### config.mk
export PLATFORM = sky130hd
export DESIGN_NAME = tl_safety_monitor
export DESIGN_NICKNAME = d
export VERILOG_FILES = /design/src/rtl/tl_mon_pkg.sv /design/src/rtl/tl_phase_decode.sv /design/src/rtl/tl_safety_monitor.sv
export SDC_FILE = /design/constraint.sdc
export NUM_CORES = 1
export LEC_CHECK = 0
export BUFFER_PORTS_ARGS = -buffer_cell sky130_fd_sc_hd__buf_2
export CORE_MARGIN = 4
export CORE_UTILIZATION = 59
export DETAILED_ROUTE_END_ITERATION = 8
export PLACE_DENSITY = 0.81
export SYNTH_ARGS = -nofsm -noshare
export SYNTH_HDL_FRONTEND = slang
export SYNTH_HIERARCHICAL = 1
export SYNTH_SLANG_ARGS = --single-unit
### constraint.sdc
create_clock -name clk -period 5.1 [get_ports clk]
set_clock_uncertainty 0.2 [all_clocks]
set_input_delay 1.02 -clock clk [delete_from_list [all_inputs] [get_ports clk]]
set_output_delay 1.02 -clock clk [all_outputs]
set_load 0.02 [all_outputs]
### src/rtl/tl_mon_pkg.sv
// Shared types and lamp encodings for the traffic-light safety monitor.
// Used by the monitor, its lamp decoder and any bench that drives lamp vectors.
package tl_mon_pkg;

  // Lamp vectors are {red, yellow, green} for vehicles and {red, green} for pedestrians.
  localparam logic [2:0] LAMP_RED    = 3'b100;
  localparam logic [2:0] LAMP_YELLOW = 3'b010;
  localparam logic [2:0] LAMP_GREEN  = 3'b001;
  localparam logic [1:0] PEA_RED     = 2'b10;
  localparam logic [1:0] PEA_GREEN   = 2'b01;

  localparam logic [4:0] SEC_MAX = 5'd31;

  typedef enum logic [2:0] {
    P_ALLRED = 3'd0,
    P_MG     = 3'd1,
    P_MY     = 3'd2,
    P_SG     = 3'd3,
    P_SY     = 3'd4,
    P_PG     = 3'd5,
    P_BAD    = 3'd6
  } phase_t;

  typedef enum logic [3:0] {
    M_SYNC,
    M_RESET,
    M_MG,
    M_MY,
    M_SG,
    M_SY,
    M_PG,
    M_PR,
    M_FAULT
  } mon_state_t;

  typedef enum logic [2:0] {
    F_NONE     = 3'd0,
    F_CONFLICT = 3'd1,
    F_SEQUENCE = 3'd2,
    F_SHORT    = 3'd3,
    F_LONG     = 3'd4
  } fault_t;

  // While resynchronising, the monitor simply adopts whatever legal phase it sees.
  function automatic mon_state_t sync_target(input phase_t p);
    mon_state_t s;
    case (p)
      P_ALLRED: s = M_RESET;
      P_MG:     s = M_MG;
      P_MY:     s = M_MY;
      P_SG:     s = M_SG;
      P_SY:     s = M_SY;
      P_PG:     s = M_PG;
      default:  s = M_SYNC;
    endcase
    return s;
  endfunction

endpackage

### src/rtl/tl_phase_decode.sv
// Purely combinational decode of the three lamp vectors into a controller phase.
// Any pattern the controller never drives legitimately decodes to P_BAD.
module tl_phase_decode
  import tl_mon_pkg::*;
(
  input  logic [2:0] i_main,
  input  logic [2:0] i_sec,
  input  logic [1:0] i_pea,
  output phase_t     o_phase
);

  always_comb begin
    // NOTE: assign a default before the case so no path leaves o_phase unassigned (no latch).
    o_phase = P_BAD;
    case ({i_main, i_sec, i_pea})
      {LAMP_RED,    LAMP_RED,    PEA_RED}:   o_phase = P_ALLRED;
      {LAMP_GREEN,  LAMP_RED,    PEA_RED}:   o_phase = P_MG;
      {LAMP_YELLOW, LAMP_RED,    PEA_RED}:   o_phase = P_MY;
      {LAMP_RED,    LAMP_GREEN,  PEA_RED}:   o_phase = P_SG;
      {LAMP_RED,    LAMP_YELLOW, PEA_RED}:   o_phase = P_SY;
      {LAMP_RED,    LAMP_RED,    PEA_GREEN}: o_phase = P_PG;
      default:                               o_phase = P_BAD;
    endcase
  end

endmodule

### src/rtl/tl_safety_monitor.sv
// Passive checker for the traffic-light lamp interface: conflicts, phase order and phase timing.
// Optional pedestrian statistics counter is built when TL_MON_STATS_EN is defined.
module tl_safety_monitor
  import tl_mon_pkg::*;
#(
  parameter int FPGAFREQ      = 50_000_000,
  parameter int T_GREENMAIN   = 18,
  parameter int T_YELLOWMAIN  = 4,
  parameter int T_GREENSEC    = 10,
  parameter int T_YELLOWSEC   = 3,
  parameter int T_GREENPEATON = 5,
  parameter int T_REDPEATON   = 2,
  parameter int T_TOL         = 1
) (
  input  logic       clk,
  input  logic       nreset,
  input  logic [2:0] main_lights,
  input  logic [2:0] sec_lights,
  input  logic [1:0] pea_lights,
  input  logic       solicitud,
  input  logic       clr_fault,
  output logic       fault,
  output logic [2:0] fault_code,
  output logic [2:0] phase,
  output logic [4:0] sec_in_phase,
  output logic [7:0] cycle_cnt,
  output logic [7:0] ped_served
);

  localparam int                DIV_W    = (FPGAFREQ > 1) ? $clog2(FPGAFREQ) : 1;
  localparam logic [DIV_W-1:0] DIV_MAX  = DIV_W'(FPGAFREQ - 1);
  localparam logic [DIV_W-1:0] DIV_HALF = DIV_W'(FPGAFREQ / 2);

  phase_t           w_phase;
  phase_t           r_phase_q;
  logic             r_sol_q;
  logic [DIV_W-1:0] r_cnt_div;
  logic [DIV_W-1:0] w_div_nxt;
  logic [4:0]       r_sec_cnt;
  logic [4:0]       w_sec_nxt;
  logic             w_change;

  mon_state_t       r_state;
  mon_state_t       w_state_nxt;
  mon_state_t       w_legal_tgt;
  logic             w_legal;
  fault_t           r_fault_code;
  fault_t           w_new_fault;

  logic             w_timed;
  logic [6:0]       w_t_exp;
  logic [6:0]       w_meas;
  logic             w_short;
  logic             w_long;
  logic             w_mg_entry;
  logic             w_ped_entry;
  logic [7:0]       r_cycle_cnt;

  tl_phase_decode u_decode (
    .i_main  (main_lights),
    .i_sec   (sec_lights),
    .i_pea   (pea_lights),
    .o_phase (w_phase)
  );

  assign w_change = (w_phase != r_phase_q);

  // Timer restarts on the cycle the change is seen, so it measures time since the new phase appeared.
  always_comb begin
    w_div_nxt = r_cnt_div + DIV_W'(1);
    w_sec_nxt = r_sec_cnt;
    if (w_change) begin
      w_div_nxt = '0;
      w_sec_nxt = '0;
    end else if (r_cnt_div == DIV_MAX) begin
      w_div_nxt = '0;
      if (r_sec_cnt != SEC_MAX) w_sec_nxt = r_sec_cnt + 5'd1;
    end
  end

  always_ff @(posedge clk or negedge nreset) begin
    if (!nreset) begin
      // NOTE: sequential state uses non-blocking assignments so all flops update together.
      r_phase_q <= P_ALLRED;
      r_sol_q   <= 1'b0;
      r_cnt_div <= '0;
      r_sec_cnt <= '0;
    end else begin
      r_phase_q <= w_phase;
      r_sol_q   <= solicitud;
      r_cnt_div <= w_div_nxt;
      r_sec_cnt <= w_sec_nxt;
    end
  end

  // Expected duration of the phase being left; M_RESET and M_SYNC are never timed.
  always_comb begin
    w_timed = 1'b1;
    w_t_exp = '0;
    case (r_state)
      M_MG:    w_t_exp = 7'(T_GREENMAIN);
      M_MY:    w_t_exp = 7'(T_YELLOWMAIN);
      M_SG:    w_t_exp = 7'(T_GREENSEC);
      M_SY:    w_t_exp = 7'(T_YELLOWSEC);
      M_PG:    w_t_exp = 7'(T_GREENPEATON);
      M_PR:    w_t_exp = 7'(T_REDPEATON);
      default: w_timed = 1'b0;
    endcase
  end

  assign w_meas  = 7'(r_sec_cnt) + 7'(r_cnt_div >= DIV_HALF);
  assign w_short = w_timed && ((w_meas + 7'(T_TOL)) < w_t_exp);
  assign w_long  = w_timed && (7'(w_sec_nxt) >= (w_t_exp + 7'(T_TOL) + 7'd1));

  always_comb begin
    w_legal     = 1'b0;
    w_legal_tgt = r_state;
    case (r_state)
      M_RESET: if (w_phase == P_MG)     begin w_legal = 1'b1; w_legal_tgt = M_MG; end
      M_MG:    if (w_phase == P_MY)     begin w_legal = 1'b1; w_legal_tgt = M_MY; end
      M_MY:    if (w_phase == P_SG)     begin w_legal = 1'b1; w_legal_tgt = M_SG; end
      M_SG:    if (w_phase == P_SY)     begin w_legal = 1'b1; w_legal_tgt = M_SY; end
      M_SY: begin
        if (w_phase == P_MG && !r_sol_q) begin w_legal = 1'b1; w_legal_tgt = M_MG; end
        if (w_phase == P_PG &&  r_sol_q) begin w_legal = 1'b1; w_legal_tgt = M_PG; end
      end
      M_PG:    if (w_phase == P_ALLRED) begin w_legal = 1'b1; w_legal_tgt = M_PR; end
      M_PR:    if (w_phase == P_MG)     begin w_legal = 1'b1; w_legal_tgt = M_MG; end
      default: ;
    endcase
  end

  // Checks are mutually exclusive by construction, giving CONFLICT > SEQUENCE > SHORT > LONG.
  always_comb begin
    w_state_nxt = r_state;
    w_new_fault = F_NONE;
    if (r_state != M_FAULT) begin
      if (w_phase == P_BAD) begin
        w_new_fault = F_CONFLICT;
      end else if (r_state == M_SYNC) begin
        if (w_change) w_state_nxt = sync_target(w_phase);
      end else if (w_change) begin
        if (!w_legal)     w_new_fault = F_SEQUENCE;
        else if (w_short) w_new_fault = F_SHORT;
        else              w_state_nxt = w_legal_tgt;
      end else if (w_long) begin
        w_new_fault = F_LONG;
      end
      if (w_new_fault != F_NONE) w_state_nxt = M_FAULT;
    end
    if (clr_fault) begin
      w_state_nxt = M_SYNC;
      w_new_fault = F_NONE;
    end
  end

  always_ff @(posedge clk or negedge nreset) begin
    if (!nreset) r_state <= M_SYNC;
    else         r_state <= w_state_nxt;
  end

  always_ff @(posedge clk or negedge nreset) begin
    if (!nreset)                    r_fault_code <= F_NONE;
    else if (clr_fault)             r_fault_code <= F_NONE;
    else if (w_new_fault != F_NONE) r_fault_code <= w_new_fault;
  end

  assign w_mg_entry  = (r_state != M_SYNC) && (r_state != M_MG) && (w_state_nxt == M_MG);
  assign w_ped_entry = (r_state == M_SY) && (w_state_nxt == M_PG);

  always_ff @(posedge clk or negedge nreset) begin
    if (!nreset)         r_cycle_cnt <= '0;
    else if (w_mg_entry) r_cycle_cnt <= r_cycle_cnt + 8'd1;
  end

`ifdef TL_MON_STATS_EN
  logic [7:0] r_ped_served;

  always_ff @(posedge clk or negedge nreset) begin
    if (!nreset)          r_ped_served <= '0;
    else if (w_ped_entry) r_ped_served <= r_ped_served + 8'd1;
  end

  assign ped_served = r_ped_served;
`else
  logic w_ped_entry_unused;
  assign w_ped_entry_unused = w_ped_entry;
  assign ped_served         = 8'd0;
`endif

  assign fault        = (r_fault_code != F_NONE);
  assign fault_code   = r_fault_code;
  assign phase        = r_phase_q;
  assign sec_in_phase = r_sec_cnt;
  assign cycle_cnt    = r_cycle_cnt;

endmodule

==> impl_results.rst, run 1 <==
.. list-table::
   :header-rows: 1

   * - Metric
     - Value
   * - Result of the run
     - finished, final reports clean
   * - Total number of placement rows
     - 27
   * - Final Routed Wirelength
     - 6740 µm
   * - FF-to-FF setup slack
     - 0.44 ns
   * - Family of cells with the greatest summed delay on the critical path
     - compound AO/OA/AOI/OAI gates
   * - First-pass iteration count of the detailed router
     - 5
   * - Hold path startpoint
     - cycle_cnt[7]
   * - Inserted Clock Buffers
     - 5
   * - Sink of the worst hold path
     - cycle_cnt[7]
   * - Average routed wire per standard cell
     - 14.1 µm
   * - Hold-critical path depth
     - 1
   * - Maximum number of buffers from clock root to sink
     - 2
   * - Slew of the pin with the lowest slew margin
     - 0.955 ns
   * - Mean number of vias per cell
     - 5.73
   * - Number of instances in the synthesized netlist
     - 377
   * - Largest incremental delay on the critical path
     - 0.45 ns
   * - Number of synthesized flops with an enable pin
     - 0
   * - Sum of overflow across all layers after global routing
     - 0
   * - Antenna diode instance count
     - 0
   * - Setup bufs post-CTS
     - 0
   * - Pin count of the biggest net entering global routing
     - 51
   * - Die ar.
     - 0.00699 mm²
   * - Number of global-route vias before repair
     - 2769
   * - Drt drc
     - 0
   * - Final hold violation count
     - 0
   * - Drt first-iter violations
     - 127
   * - Share of flip-flops with an asynchronous set or reset
     - 1.00
   * - Antenna violations before repair
     - 0
   * - Number of antenna-violating nets in the routed design
     - 0
   * - Accumulated negative setup slack
     - 0 ns
   * - Clock Pin Slew Worst Setup and Hold Paths
     - 0.10 ns
   * - Path type of the worst min-delay path
     - reg2reg
   * - Mapped cell area
     - 0.00337 mm²
   * - Top achievable clock speed
     - 0.215 GHz
   * - Starting density of the core
     - 0.609
   * - Primary flip-flop cell chosen by synthesis mapping
     - sky130_fd_sc_hd__dfrtp_1
   * - Leakage
     - 1.68 nW
   * - Power density over cell area
     - 232 mW/mm²
   * - Core Region
     - 0.00554 mm²
   * - Total power
     - 0.000853 W
   * - Worst r2r path cells
     - 18
   * - Max-slew headroom
     - 0.363
   * - Yosys cell types
     - 62
   * - Crit path required time
     - 5.10 ns
   * - Detail Placement HPWL
     - 4990 µm
   * - Period utilisation layout
     - 0.914
   * - Via count
     - 2738
   * - Total Nets Final
     - 433
   * - Arrival time reported for the critical path endpoint
     - 4.66 ns
   * - Ratio of cells with drive above 1 in the final layout
     - 0.140
   * - Launching point of the worst reg2reg path
     - r_cnt_div[8]
   * - Number of max-capacitance violations reported
     - 0
   * - Width of the die
     - 83.6 µm
   * - Critical path buffers and inverters
     - 1
   * - Critical setup path kind
     - reg2reg
   * - Peak ir drop on the vdd network
     - 0.204 mV
   * - Hold buffers post-CTS
     - 0
   * - Setup violations, final
     - 0
   * - Endpoint type of the worst setup path
     - register
   * - First-pass GRT wire length
     - 12000 µm
   * - Minimum clock period after layout
     - 4.66 ns
   * - Sequential element share of the synthesized area
     - 0.371
   * - Critical Path, Cell by Cell
     - nor4_1 > nand2b_1 > a31o_2 > a21oi_1 > o21bai_1 > a21oi_1 > ha_1 > inv_1 > ha_1 > xor2_1 > ha_1 > a2111o_1 > a41oi_2 > nor2_2 > a311o_1 > a21oi_4 > nand2_4 > mux2_4
   * - Flops & latches, synth
     - 50
   * - Largest fanout of any net on the critical path
     - 8
   * - CTS H-tree lvls
     - 2
   * - Height of the die
     - 83.6 µm
   * - Max Transition Viols Final
     - 0
   * - Cell with the largest stage delay on the worst path
     - sky130_fd_sc_hd__dfrtp_1
   * - Root buffer selected by CTS
     - sky130_fd_sc_hd__clkbuf_8
   * - # IOs
     - 40
   * - Number of gates resized after CTS
     - 0
   * - Insertion delay to the later sink of the worst-skew pair
     - 0.31 ns
   * - Synthesis Warnings
     - 6
   * - Clock tree from TritonCTS
     - done
   * - Area Growth Syn to Fin
     - 8.86%
   * - Most frequent CP cell
     - sky130_fd_sc_hd__ha_1
   * - I/O Buffers
     - 31
   * - Reg-to-reg endpoint
     - cycle_cnt[1]
   * - Final RePlAce weighted congestion
     - 0.898
   * - Clock Sinks
     - 50
   * - Avg Inst Size Synth
     - 8.95 µm²
   * - Worst setup SP type
     - register
   * - Total routing resource utilization after global routing
     - 0.203
   * - Setup repair after global routing missed its margin
     - no
==> worst max-delay path by stage <==
stage,depth (start not counted),slack [ns],startpoint,to
6_report,18,0.44,r_cnt_div[8],cycle_cnt[1]
3_5_place_dp,15,0.34,pea_lights[0],cycle_cnt[1]
4_1_cts,18,0.48,r_cnt_div[8],cycle_cnt[1]
5_1_grt,18,0.21,r_cnt_div[8],cycle_cnt[1]
2_1_floorplan,18,0.48,pea_lights[0],cycle_cnt[1]
3_3_place_gp,15,0.52,pea_lights[0],cycle_cnt[1]
==> area by class of cell <==
type	count	area, µm²
sequential	50	1250
multi-input combinational	293	1950
clock inverter	3	47.5
fill	464	1870
timing repair buffer	36	193
inverter	19	71.3
tap	72	90.1
clock buffer	5	68.8
==> cell families (layout without fill, tap and decap cells) <==
logic type                 after synthesis  after routing  share of synthesized area
other                                    1              8                    0.00111
adders and majority gates               16             16                     0.0593
and+or+nand+nor                        160            160                      0.256
xor gates and xnor gates                45             45                      0.117
buffers and inverters                   41             63                     0.0586
DFF                                     50             50                      0.371
muxes                                    4              4                     0.0133
AOI/OAI and AO/OA                       60             60                      0.124
==> placed cells by master (no fill, tap or decap), types with 2 or more instances in the layout <==
cell type / count
sky130_fd_sc_hd__dfrtp_1: 50
sky130_fd_sc_hd__nor2_1: 40
sky130_fd_sc_hd__buf_2: 31
sky130_fd_sc_hd__nand3_1: 25
sky130_fd_sc_hd__xnor2_1: 24
sky130_fd_sc_hd__nand2_1: 23
sky130_fd_sc_hd__xor2_1: 21
sky130_fd_sc_hd__inv_1: 19
sky130_fd_sc_hd__a21oi_1: 16
sky130_fd_sc_hd__ha_1: 16
sky130_fd_sc_hd__nand2b_1: 13
sky130_fd_sc_hd__o21ai_0: 11
sky130_fd_sc_hd__nor3_1: 10
sky130_fd_sc_hd__conb_1: 8
sky130_fd_sc_hd__nand4_1: 7
sky130_fd_sc_hd__and3_1: 7
sky130_fd_sc_hd__or3_1: 6
sky130_fd_sc_hd__o211ai_1: 5
sky130_fd_sc_hd__o32ai_1: 5
sky130_fd_sc_hd__clkbuf_8: 5
sky130_fd_sc_hd__buf_4: 5
sky130_fd_sc_hd__a31oi_1: 4
sky130_fd_sc_hd__nor4_1: 3
sky130_fd_sc_hd__nand4b_1: 3
sky130_fd_sc_hd__mux2i_1: 3
sky130_fd_sc_hd__nor2b_1: 3
sky130_fd_sc_hd__nor4b_1: 2
sky130_fd_sc_hd__a31o_2: 2
sky130_fd_sc_hd__nand3b_1: 2
sky130_fd_sc_hd__nand4bb_1: 2
sky130_fd_sc_hd__a311o_1: 2
sky130_fd_sc_hd__a21o_1: 2
sky130_fd_sc_hd__inv_6: 2
==> cell usage after synthesis (3+ instances only) <==
library cell / number / share of area
sky130_fd_sc_hd__nand2_1: 23 / 0.026
sky130_fd_sc_hd__mux2i_1: 3 / 0.0089
sky130_fd_sc_hd__nand4_1: 7 / 0.013
sky130_fd_sc_hd__xnor2_1: 24 / 0.062
sky130_fd_sc_hd__nor4_1: 3 / 0.0056
sky130_fd_sc_hd__xor2_1: 21 / 0.055
sky130_fd_sc_hd__and3_1: 7 / 0.013
sky130_fd_sc_hd__dfrtp_1: 50 / 0.37
sky130_fd_sc_hd__o21ai_0: 11 / 0.016
sky130_fd_sc_hd__buf_2: 5 / 0.0074
sky130_fd_sc_hd__a31oi_1: 4 / 0.0074
sky130_fd_sc_hd__or3_1: 6 / 0.011
sky130_fd_sc_hd__o32ai_1: 5 / 0.013
sky130_fd_sc_hd__clkbuf_1: 6 / 0.0067
sky130_fd_sc_hd__nand2b_1: 13 / 0.024
sky130_fd_sc_hd__nor2b_1: 3 / 0.0056
sky130_fd_sc_hd__inv_1: 19 / 0.021
sky130_fd_sc_hd__nand4b_1: 3 / 0.0078
sky130_fd_sc_hd__o211ai_1: 5 / 0.011
sky130_fd_sc_hd__ha_1: 16 / 0.059
sky130_fd_sc_hd__a21oi_1: 16 / 0.024
sky130_fd_sc_hd__nor3_1: 10 / 0.015
sky130_fd_sc_hd__nand3_1: 25 / 0.037
sky130_fd_sc_hd__nor2_1: 40 / 0.044
sky130_fd_sc_hd__buf_4: 9 / 0.020
==> worst register-to-register path: stages, from the launching register on <==
cell,delay [ns]
sky130_fd_sc_hd__dfrtp_1,0.45
sky130_fd_sc_hd__nor4_1,0.41
sky130_fd_sc_hd__nand2b_1,0.10
sky130_fd_sc_hd__a31o_2,0.25
sky130_fd_sc_hd__a21oi_1,0.14
sky130_fd_sc_hd__o21bai_1,0.09
sky130_fd_sc_hd__a21oi_1,0.17
sky130_fd_sc_hd__ha_1,0.18
sky130_fd_sc_hd__inv_1,0.04
sky130_fd_sc_hd__ha_1,0.19
sky130_fd_sc_hd__xor2_1,0.15
sky130_fd_sc_hd__ha_1,0.32
sky130_fd_sc_hd__a2111o_1,0.39
sky130_fd_sc_hd__a41oi_2,0.35
sky130_fd_sc_hd__nor2_2,0.10
sky130_fd_sc_hd__a311o_1,0.31
sky130_fd_sc_hd__a21oi_4,0.29
sky130_fd_sc_hd__nand2_4,0.10
sky130_fd_sc_hd__mux2_4,0.30
==> routing by layer <==
| metal | share of wire | up-vias | routed length, µm | track usage |
|---|---|---|---|---|
| met5 | 0 | - | 0 | 0 |
| met2 | 0.50 | 74 | 3380 | 0.361 |
| met4 | 0.010 | 0 | 70 | 0.0556 |
| li1 | - | 1362 | - | - |
| met1 | 0.44 | 1294 | 2950 | 0.251 |
| met3 | 0.049 | 8 | 332 | 0.0365 |
==> flip-flops by register name, summed over array words and instances, names as in the netlist <==
signal / cells
r_sol_q: 1
cycle_cnt: 8
r_cnt_div: 26
phase: 3
fault_code: 3
sec_in_phase: 5
r_state: 4
==> report_power, final <==
| part | internal [W] | leakage (nW) | switching, W |
|---|---|---|---|
| clock | 0.000150 | 0.0591 | 0.000142 |
| sequential | 0.000422 | 0.674 | 0.0000269 |
| combinational | 0.0000442 | 0.948 | 0.0000693 |
| total | 0.000616 | 1.68 | 0.000238 |
==> metrics by stage <==
step | utilization | std cells | area (µm²) | hold slack [ns] | setup WS, ns
2_1_floorplan | - | 384 | 3400 | 0.276 | 0.484
3_3_place_gp | 0.642 | 470 | 3560 | 0.257 | 0.517
3_5_place_dp | 0.642 | 470 | 3560 | 0.265 | 0.336
4_1_cts | 0.663 | 478 | 3670 | 0.279 | 0.483
5_1_grt | 0.663 | 478 | 3670 | 0.310 | 0.211
6_report | 0.663 | 478 | 3670 | 0.280 | 0.441
Power figures use the tool's default switching activity.
==> run 2: changes to the inputs <==
CORE_UTILIZATION = 55   (was 59)
CTS_BUF_LIST = sky130_fd_sc_hd__clkbuf_4   (was not set)
PLACE_DENSITY = 0.79   (was 0.81)
clock period = 4 ns   (was 5.1 ns; I/O delays follow)
==> run 2 against run 1 <==
Effect of this change: the run now ends with negative setup slack left; global-route usage is 1.8 points higher; register-to-register slack got worse by 0.62 ns; non-clock buffer count rose by 33; hold slack lost 0.057 ns; setup slack got worse by 0.62 ns; first-iteration DRC count up 21%; critical path depth grew 1; clock-buffer cell count did not move; flip-flop and latch count stayed put; clock power grew 6%; sequential share of layout area shrank 3.3 points.
==> impl_results.rst, run 2 (same netlist as run 1, synthesis figures left out) <==
.. list-table::
   :header-rows: 1

   * - Metric
     - Value
   * - Number of placed cells counting well taps
     - 502 (+6.8%)
   * - Drt first-iter violations
     - 154 (+21%)
   * - Core Region
     - 0.00592 mm² (+6.9%)
   * - Top achievable clock speed
     - 0.239 GHz (+12%)
   * - First-pass GRT wire length
     - 13300 µm (+11%)
   * - Leading cell type in the layout, fill and taps excluded
     - sky130_fd_sc_hd__dfrtp_1
   * - Share of power burned in the clock network
     - 0.294 (-0.047)
   * - CTS H-tree lvls
     - 2 (unchanged)
   * - Arrival time reported for the critical path endpoint
     - 4.27 ns (-0.39 ns)
   * - Detail Placement HPWL
     - 5600 µm (+12%)
   * - I/O Buffers
     - 31 (unchanged)
   * - Largest fanout of any net on the critical path
     - 3 (-5)
   * - Width of the die
     - 86.3 µm (+3.2%)
   * - Wire length on met1
     - 3340 µm (+13%)
   * - Peak ir drop on the vdd network
     - 0.170 mV (-17%)
   * - Worst setup SP type
     - register
   * - Leakage
     - 1.89 nW (+12%)
   * - Worst Setup Slack, final
     - -0.176 ns (-0.617 ns)
   * - Flip-flop count of the largest register after layout
     - 26 (unchanged)
   * - Pin count of the biggest net entering global routing
     - 29 (-43%)
   * - Final instance area
     - 0.00407 mm² (+11%)
   * - Total power
     - 0.00105 W (+23%)
   * - Sum of overflow across all layers after global routing
     - 0 (unchanged)
   * - Hold buffers post-CTS
     - 0 (unchanged)
   * - Starting density of the core
     - 0.570 (-0.0391)
   * - Inserted Clock Buffers
     - 5 (unchanged)
   * - Max Transition Viols Final
     - 0 (unchanged)
   * - Mean number of vias per cell
     - 5.72 (-0.11%)
   * - Insertion delay to the later sink of the worst-skew pair
     - 0.38 ns (+0.07 ns)
   * - Drt drc
     - 0 (unchanged)
   * - Post-Place Cell Area
     - 0.00381 mm² (+7.1%)
   * - Number of antenna-violating nets in the routed design
     - 0 (unchanged)
   * - Path type of the worst min-delay path
     - in2async
   * - Clock Sinks
     - 50 (unchanged)
   * - Slew of the pin with the lowest slew margin
     - 0.745 ns (-0.210 ns)
   * - Crit path required time
     - 4.09 ns (-1.01 ns)
   * - Maximum number of buffers from clock root to sink
     - 2 (unchanged)
   * - Critical setup path kind
     - reg2reg
   * - Uppermost routed layer
     - met4
   * - Ratio of cells with drive above 1 in the final layout
     - 0.262 (+0.122)
   * - Worst Hold Margin
     - 0.223 ns (-0.0572 ns)
   * - Root buffer selected by CTS
     - sky130_fd_sc_hd__clkbuf_4
   * - Setup violations, final
     - 8 (+8)
   * - Internal power summed over all cells
     - 0.000740 W (+20%)
   * - Number of max-capacitance violations reported
     - 0 (unchanged)
   * - Post-Place Setup Slack
     - -0.261 ns (-0.597 ns)
   * - Setup repair after global routing missed its margin
     - yes
   * - Result of the run
     - finished with violations
   * - Switching power share of the total
     - 0.293 (+0.0143)
   * - Endpoint type of the worst setup path
     - register
   * - Height of the die
     - 86.3 µm (+3.2%)
   * - Failing checks
     - negative setup slack
   * - Total Nets Final
     - 466 (+7.6%)
   * - Clock tree from TritonCTS
     - done
   * - Clock Pin Slew Worst Setup and Hold Paths
     - 0.16 ns (+0.06 ns)
   * - Via count
     - 2941 (+7.4%)
   * - Average routed wire per standard cell
     - 15.6 µm (+11%)
   * - Power density over cell area
     - 257 mW/mm² (+11%)
   * - Antenna violations before repair
     - 0 (unchanged)
   * - First-pass iteration count of the detailed router
     - 4 (-1)
   * - Post-Layout Cell Count
     - 514 (+7.5%)
   * - Max-slew headroom
     - 0.499 (+0.136)
   * - Total number of placement rows
     - 28 (+3.7%)
   * - Total routing resource utilization after global routing
     - 0.220 (+0.0176)
   * - Number of global-route vias before repair
     - 2922 (+5.5%)
   * - Power share of the sequential group
     - 0.544 (+0.018)
   * - Final Routed Wirelength
     - 8010 µm (+19%)
   * - Area Growth Syn to Fin
     - 20.7%
   * - Antenna diode instance count
     - 0 (unchanged)
   * - Combinational group share of total power
     - 0.162 (+0.029)
   * - Routed length on met2
     - 4090 µm (+21%)
   * - Total met3 wirelength after detailed routing
     - 342 µm (+3.0%)
   * - # IOs
     - 40 (unchanged)
   * - Minimum clock period after layout
     - 4.18 ns (-0.483 ns)
   * - Final hold violation count
     - 0 (unchanged)
   * - Switching power of the nets
     - 0.000307 W (+29%)
   * - Final RePlAce weighted congestion
     - 0.864 (-3.9%)
   * - Commonest non-fill, non-tap cells in the layout
     - 50 x sky130_fd_sc_hd__dfrtp_1, 40 x sky130_fd_sc_hd__nor2_1, 35 x sky130_fd_sc_hd__buf_4
   * - Period utilisation layout
     - 1.04 (+0.131)
   * - Die ar.
     - 0.00745 mm² (+6.6%)
   * - Largest reg by FF count
     - r_cnt_div
run 2: cell types whose count changed in the layout (fill, tap and decap cells not counted), moves of 3 or more:
cell and change:
sky130_fd_sc_hd__buf_4 +30, sky130_fd_sc_hd__clkbuf_4 +5, sky130_fd_sc_hd__o21ai_0 -3, sky130_fd_sc_hd__a21oi_1 -6, sky130_fd_sc_hd__a21oi_2 +6, sky130_fd_sc_hd__clkbuf_8 -5, sky130_fd_sc_hd__ha_1 -3
run 2: final timing paths:
kind / startpoint / to / slack [ns] / cells past startpoint
max: r_cnt_div[7] / cycle_cnt[1] / -0.18 / 19
min: nreset / r_cnt_div[15] / 0.22 / 1
max reg2reg: r_cnt_div[7] / cycle_cnt[1] / -0.18 / 19
min reg2reg: cycle_cnt[7] / cycle_cnt[7] / 0.29 / 1
max in group asynchronous: nreset / r_state[3] / 2.60 / 2
min in group clk: cycle_cnt[7] / cycle_cnt[7] / 0.29 / 1
run 2: what timing repair did:
action / 4_1_cts / 5_1_grt
buffers inserted: 2 / 2
endpoints found under the setup margin: 14 / 15
resized for setup: 14 / 15
pin swaps: 3 / 17
hold endpoints to repair: 0 / 0
run 2: critical path, cell delays in order, from the launching register on:
cell	delay (ns)
sky130_fd_sc_hd__dfrtp_1	0.44
sky130_fd_sc_hd__nor4_4	0.29
sky130_fd_sc_hd__nand2b_1	0.08
sky130_fd_sc_hd__a31o_2	0.20
sky130_fd_sc_hd__a21oi_2	0.12
sky130_fd_sc_hd__o21bai_1	0.08
sky130_fd_sc_hd__a21oi_2	0.12
sky130_fd_sc_hd__ha_2	0.19
sky130_fd_sc_hd__inv_2	0.05
sky130_fd_sc_hd__ha_4	0.16
sky130_fd_sc_hd__xor2_2	0.14
sky130_fd_sc_hd__ha_1	0.29
sky130_fd_sc_hd__a2111o_1	0.42
sky130_fd_sc_hd__a41oi_2	0.27
sky130_fd_sc_hd__buf_4	0.19
sky130_fd_sc_hd__a21o_1	0.11
sky130_fd_sc_hd__nand2_2	0.07
sky130_fd_sc_hd__and4b_2	0.27
sky130_fd_sc_hd__nand2_4	0.09
sky130_fd_sc_hd__mux2_4	0.29
run 2: area by class of cell:
class	instances	area [µm²]
clock inverters	3	42.5
well taps	75	93.8
repair buffers	69	460
clock buffers	5	37.5
multi-input cells	293	2120
inverters	19	71.3
fillers	446	1850
flip-flops and latches	50	1250
run 2: power groups by stage:
stage	Sequential [W]	Clock, W	Combinational, W
floorplan	0.000576	0	0.000112
global placement	0.000577	0	0.000155
detailed placement	0.000579	0	0.000163
CTS	0.000569	0.000314	0.000167
global route	0.000576	0.000333	0.000191
finish	0.000570	0.000308	0.000170
run 2: metrics by stage:
stage | utilization | TNS [ns]
3_3_place_gp | 0.644 | -0.656
6_report | 0.688 | -1.00
5_1_grt | 0.688 | -3.70
2_1_floorplan | - | -0.0407
4_1_cts | 0.670 | -1.30
3_5_place_dp | 0.644 | -1.78
run 2: per-layer routing:
metal	global-route usage	vias up
met2	0.394	77
met5	0	-
met1	0.259	1417
met4	0.0850	0
met3	0.0428	17
li1	-	1430
==> run 3: changes to the inputs <==
CTS_BUF_LIST = sky130_fd_sc_hd__clkbuf_4 sky130_fd_sc_hd__clkbuf_8   (was sky130_fd_sc_hd__clkbuf_4)
==> run 3 against run 2 <==
Effect of this change: largest power group unchanged; the run still ends with negative setup slack left; critical endpoint is now cycle_cnt[2]; die area stayed put; critical path type unchanged; first-iteration DRC count down 1.3%; clock-buffer cell count is 1 higher.
==> impl_results.rst, run 3 (same netlist as run 1, synthesis figures left out) <==
.. list-table::
   :header-rows: 1

   * - Metric
     - Value
   * - FF-to-FF setup slack
     - -0.23 ns (-0.05 ns)
   * - Core Region
     - 0.00592 mm² (unchanged)
   * - Launching point of the worst reg2reg path
     - r_cnt_div[7]
   * - Crit path required time
     - 4.00 ns (-0.09 ns)
   * - Drt first-iter violations
     - 152 (-1.3%)
   * - Final hold violation count
     - 0 (unchanged)
   * - Power density over cell area
     - 275 mW/mm² (+7.1%)
   * - Width of the die
     - 86.3 µm (unchanged)
   * - Drt drc
     - 0 (unchanged)
   * - Arrival time reported for the critical path endpoint
     - 4.23 ns (-0.04 ns)
   * - Total routing resource utilization after global routing
     - 0.218 (-0.00252)
   * - Antenna diode instance count
     - 0 (unchanged)
   * - Height of the die
     - 86.3 µm (unchanged)
   * - Clock tree from TritonCTS
     - done
   * - Path type of the worst min-delay path
     - reg2reg
   * - First-pass iteration count of the detailed router
     - 5 (+1)
   * - Hold-critical path depth
     - 1
   * - Via count
     - 2980 (+1.3%)
   * - Number of global-route vias before repair
     - 2981 (+2.0%)
   * - Cell with the largest stage delay on the worst path
     - sky130_fd_sc_hd__dfrtp_1
   * - Flip-flop count of the largest register after layout
     - 26 (unchanged)
   * - Endpoint type of the worst setup path
     - register
   * - Worst Setup Slack, final
     - -0.229 ns (-0.0524 ns)
   * - Leakage
     - 1.89 nW (+0.22%)
   * - Setup repair after global routing missed its margin
     - yes
   * - Commonest non-fill, non-tap cells in the layout
     - 50 x sky130_fd_sc_hd__dfrtp_1, 40 x sky130_fd_sc_hd__nor2_1, 34 x sky130_fd_sc_hd__buf_4
   * - Cell count along the critical path
     - 19 (unchanged)
   * - Antenna violations before repair
     - 0 (unchanged)
   * - Final Routed Wirelength
     - 7930 µm (-1.1%)
   * - Leading cell type in the layout, fill and taps excluded
     - sky130_fd_sc_hd__dfrtp_1
   * - Ratio of cells with drive above 1 in the final layout
     - 0.249 (-0.0131)
   * - Failing checks
     - negative setup slack
   * - Family of cells with the greatest summed delay on the critical path
     - compound AO/OA/AOI/OAI gates
   * - # IOs
     - 40 (unchanged)
   * - Number of max-capacitance violations reported
     - 0 (unchanged)
   * - Critical path buffers and inverters
     - 2 (unchanged)
   * - Sequential cell area in the final layout
     - 0.00125 mm² (unchanged)
   * - Pin count of the biggest net entering global routing
     - 29 (unchanged)
   * - Clock Pin Slew Worst Setup and Hold Paths
     - 0.10 ns (-0.06 ns)
   * - CTS H-tree lvls
     - 2 (unchanged)
   * - Starting density of the core
     - 0.570 (unchanged)
   * - Average routed wire per standard cell
     - 15.5 µm (-0.88%)
   * - Worst r2r path cells
     - 19 (unchanged)
   * - Insertion delay to the later sink of the worst-skew pair
     - 0.31 ns (-0.07 ns)
   * - Area Growth Syn to Fin
     - 20.8% (about the same)
   * - Largest reg by FF count
     - r_cnt_div
   * - Hold path startpoint
     - cycle_cnt[7]
   * - Worst setup SP type
     - register
   * - First-pass GRT wire length
     - 13200 µm (-0.62%)
   * - Number of antenna-violating nets in the routed design
     - 0 (unchanged)
   * - Reg-to-reg endpoint
     - cycle_cnt[2]
   * - Total number of placement rows
     - 28 (unchanged)
   * - Final instance area
     - 0.00408 mm² (about the same)
   * - Period utilisation layout
     - 1.06 (+0.0131)
   * - Critical Path, Cell by Cell
     - nor4_4 > nand2b_1 > a31o_2 > a21oi_2 > o21bai_1 > a21oi_1 > ha_2 > inv_2 > ha_4 > xor2_2 > ha_1 > a2111o_1 > a41oi_2 > nor2_2 > a311o_1 > a21oi_4 > buf_12 > nand3_1 > xnor2_1
   * - Filler instances
     - 449 (+0.67%)
   * - Largest fanout of any net on the critical path
     - 6 (+3)
   * - Critical setup path kind
     - reg2reg
   * - Detail Placement HPWL
     - 5600 µm (unchanged)
   * - Mean number of vias per cell
     - 5.81 (+1.5%)
   * - Clock Sinks
     - 50 (unchanged)
   * - Sum of overflow across all layers after global routing
     - 0 (unchanged)
   * - Inserted Clock Buffers
     - 5 (unchanged)
   * - Total power
     - 0.00112 W (+7.2%)
   * - Root buffer selected by CTS
     - sky130_fd_sc_hd__clkbuf_8
   * - I/O Buffers
     - 31 (unchanged)
   * - Largest incremental delay on the critical path
     - 0.42 ns (-0.02 ns)
   * - Final RePlAce weighted congestion
     - 0.864 (unchanged)
   * - Total Nets Final
     - 465 (-0.21%)
   * - Hold buffers post-CTS
     - 0 (unchanged)
   * - Post-Place Cell Area
     - 0.00381 mm² (unchanged)
   * - Minimum clock period after layout
     - 4.23 ns (+0.0524 ns)
   * - Slew of the pin with the lowest slew margin
     - 0.721 ns (-0.0236 ns)
   * - Die ar.
     - 0.00745 mm² (unchanged)
   * - Peak ir drop on the vdd network
     - 0.165 mV (-3.4%)
   * - Setup violations, final
     - 12 (+4)
   * - Accumulated negative setup slack
     - -1.73 ns (-0.731 ns)
   * - Sink of the worst hold path
     - cycle_cnt[7]
   * - Worst Hold Margin
     - 0.286 ns (+0.0632 ns)
   * - Max Transition Viols Final
     - 0 (unchanged)
   * - Maximum number of buffers from clock root to sink
     - 2 (unchanged)
   * - Multi-input logic area
     - 0.00209 mm² (-1.4%)
   * - Result of the run
     - finished with violations
   * - Max-slew headroom
     - 0.515 (+0.0159)
   * - Top achievable clock speed
     - 0.236 GHz (-1.2%)
   * - Post-Place Setup Slack
     - -0.261 ns (unchanged)
run 3: area by class of cell:
class / instances / share of cell area
Timing Repair Buffer: 68 / 0.111
Multi-Input combinational cell: 293 / 0.512
Sequential cell: 50 / 0.307
Tap cell: 75 / 0.0230
Clock inverter: 2 / 0.00952
Inverter: 19 / 0.0175
Clock buffer: 6 / 0.0203
run 3: per-stage QoR:
| stage | utilization | instances |
|---|---|---|
| after global routing | 0.689 | 513 |
| after global placement | 0.644 | 502 |
| after floorplan | - | 384 |
| after CTS | 0.674 | 512 |
| final | 0.689 | 513 |
| after detailed placement | 0.644 | 502 |
run 3: timing repair:
item / CTS / global route
endpoints found under the setup margin: 14 / 15
buffers inserted: 2 / 1
hold endpoints to repair: 0 / 0
gates resized for setup: 9 / 14
cloned: 0 / 0
pin swaps: 13 / 13
run 3: worst max path at each step:
stage	startpoint	endpoint	slack, ns
after global placement	r_cnt_div[7]	cycle_cnt[1]	-0.12
after floorplan	r_cnt_div[7]	cycle_cnt[1]	-0.04
after detailed placement	r_cnt_div[7]	cycle_cnt[1]	-0.26
final	r_cnt_div[7]	cycle_cnt[2]	-0.23
after global routing	r_cnt_div[7]	cycle_cnt[1]	-0.39
after CTS	r_cnt_div[8]	cycle_cnt[5]	-0.29
run 3: worst register-to-register path: cells and delay by family, from the launching register on:
family / cells / cell delay, ns
compound gates: 8 / 1.75
xor+xnor: 2 / 0.29
fa+ha+maj: 3 / 0.68
buf+inv: 2 / 0.19
flops: 1 / 0.42
simple gates: 4 / 0.57
run 3: where the power goes:
part / switching, W / internal [W] / leakage (nW)
registers: 0.0000318 / 0.000538 / 0.674
clock network: 0.000178 / 0.000206 / 0.0618
logic: 0.0000992 / 0.0000698 / 1.16
run 3: per-layer routing:
| layer | vias to the layer above | track usage | wire (µm) |
|---|---|---|---|
| li1 | 1428 | - | - |
| met1 | 1427 | 0.258 | 3250 |
| met2 | 103 | 0.385 | 4080 |
| met3 | 22 | 0.0428 | 401 |
| met4 | 0 | 0.0878 | 196 |
| met5 | - | 0 | 0 |
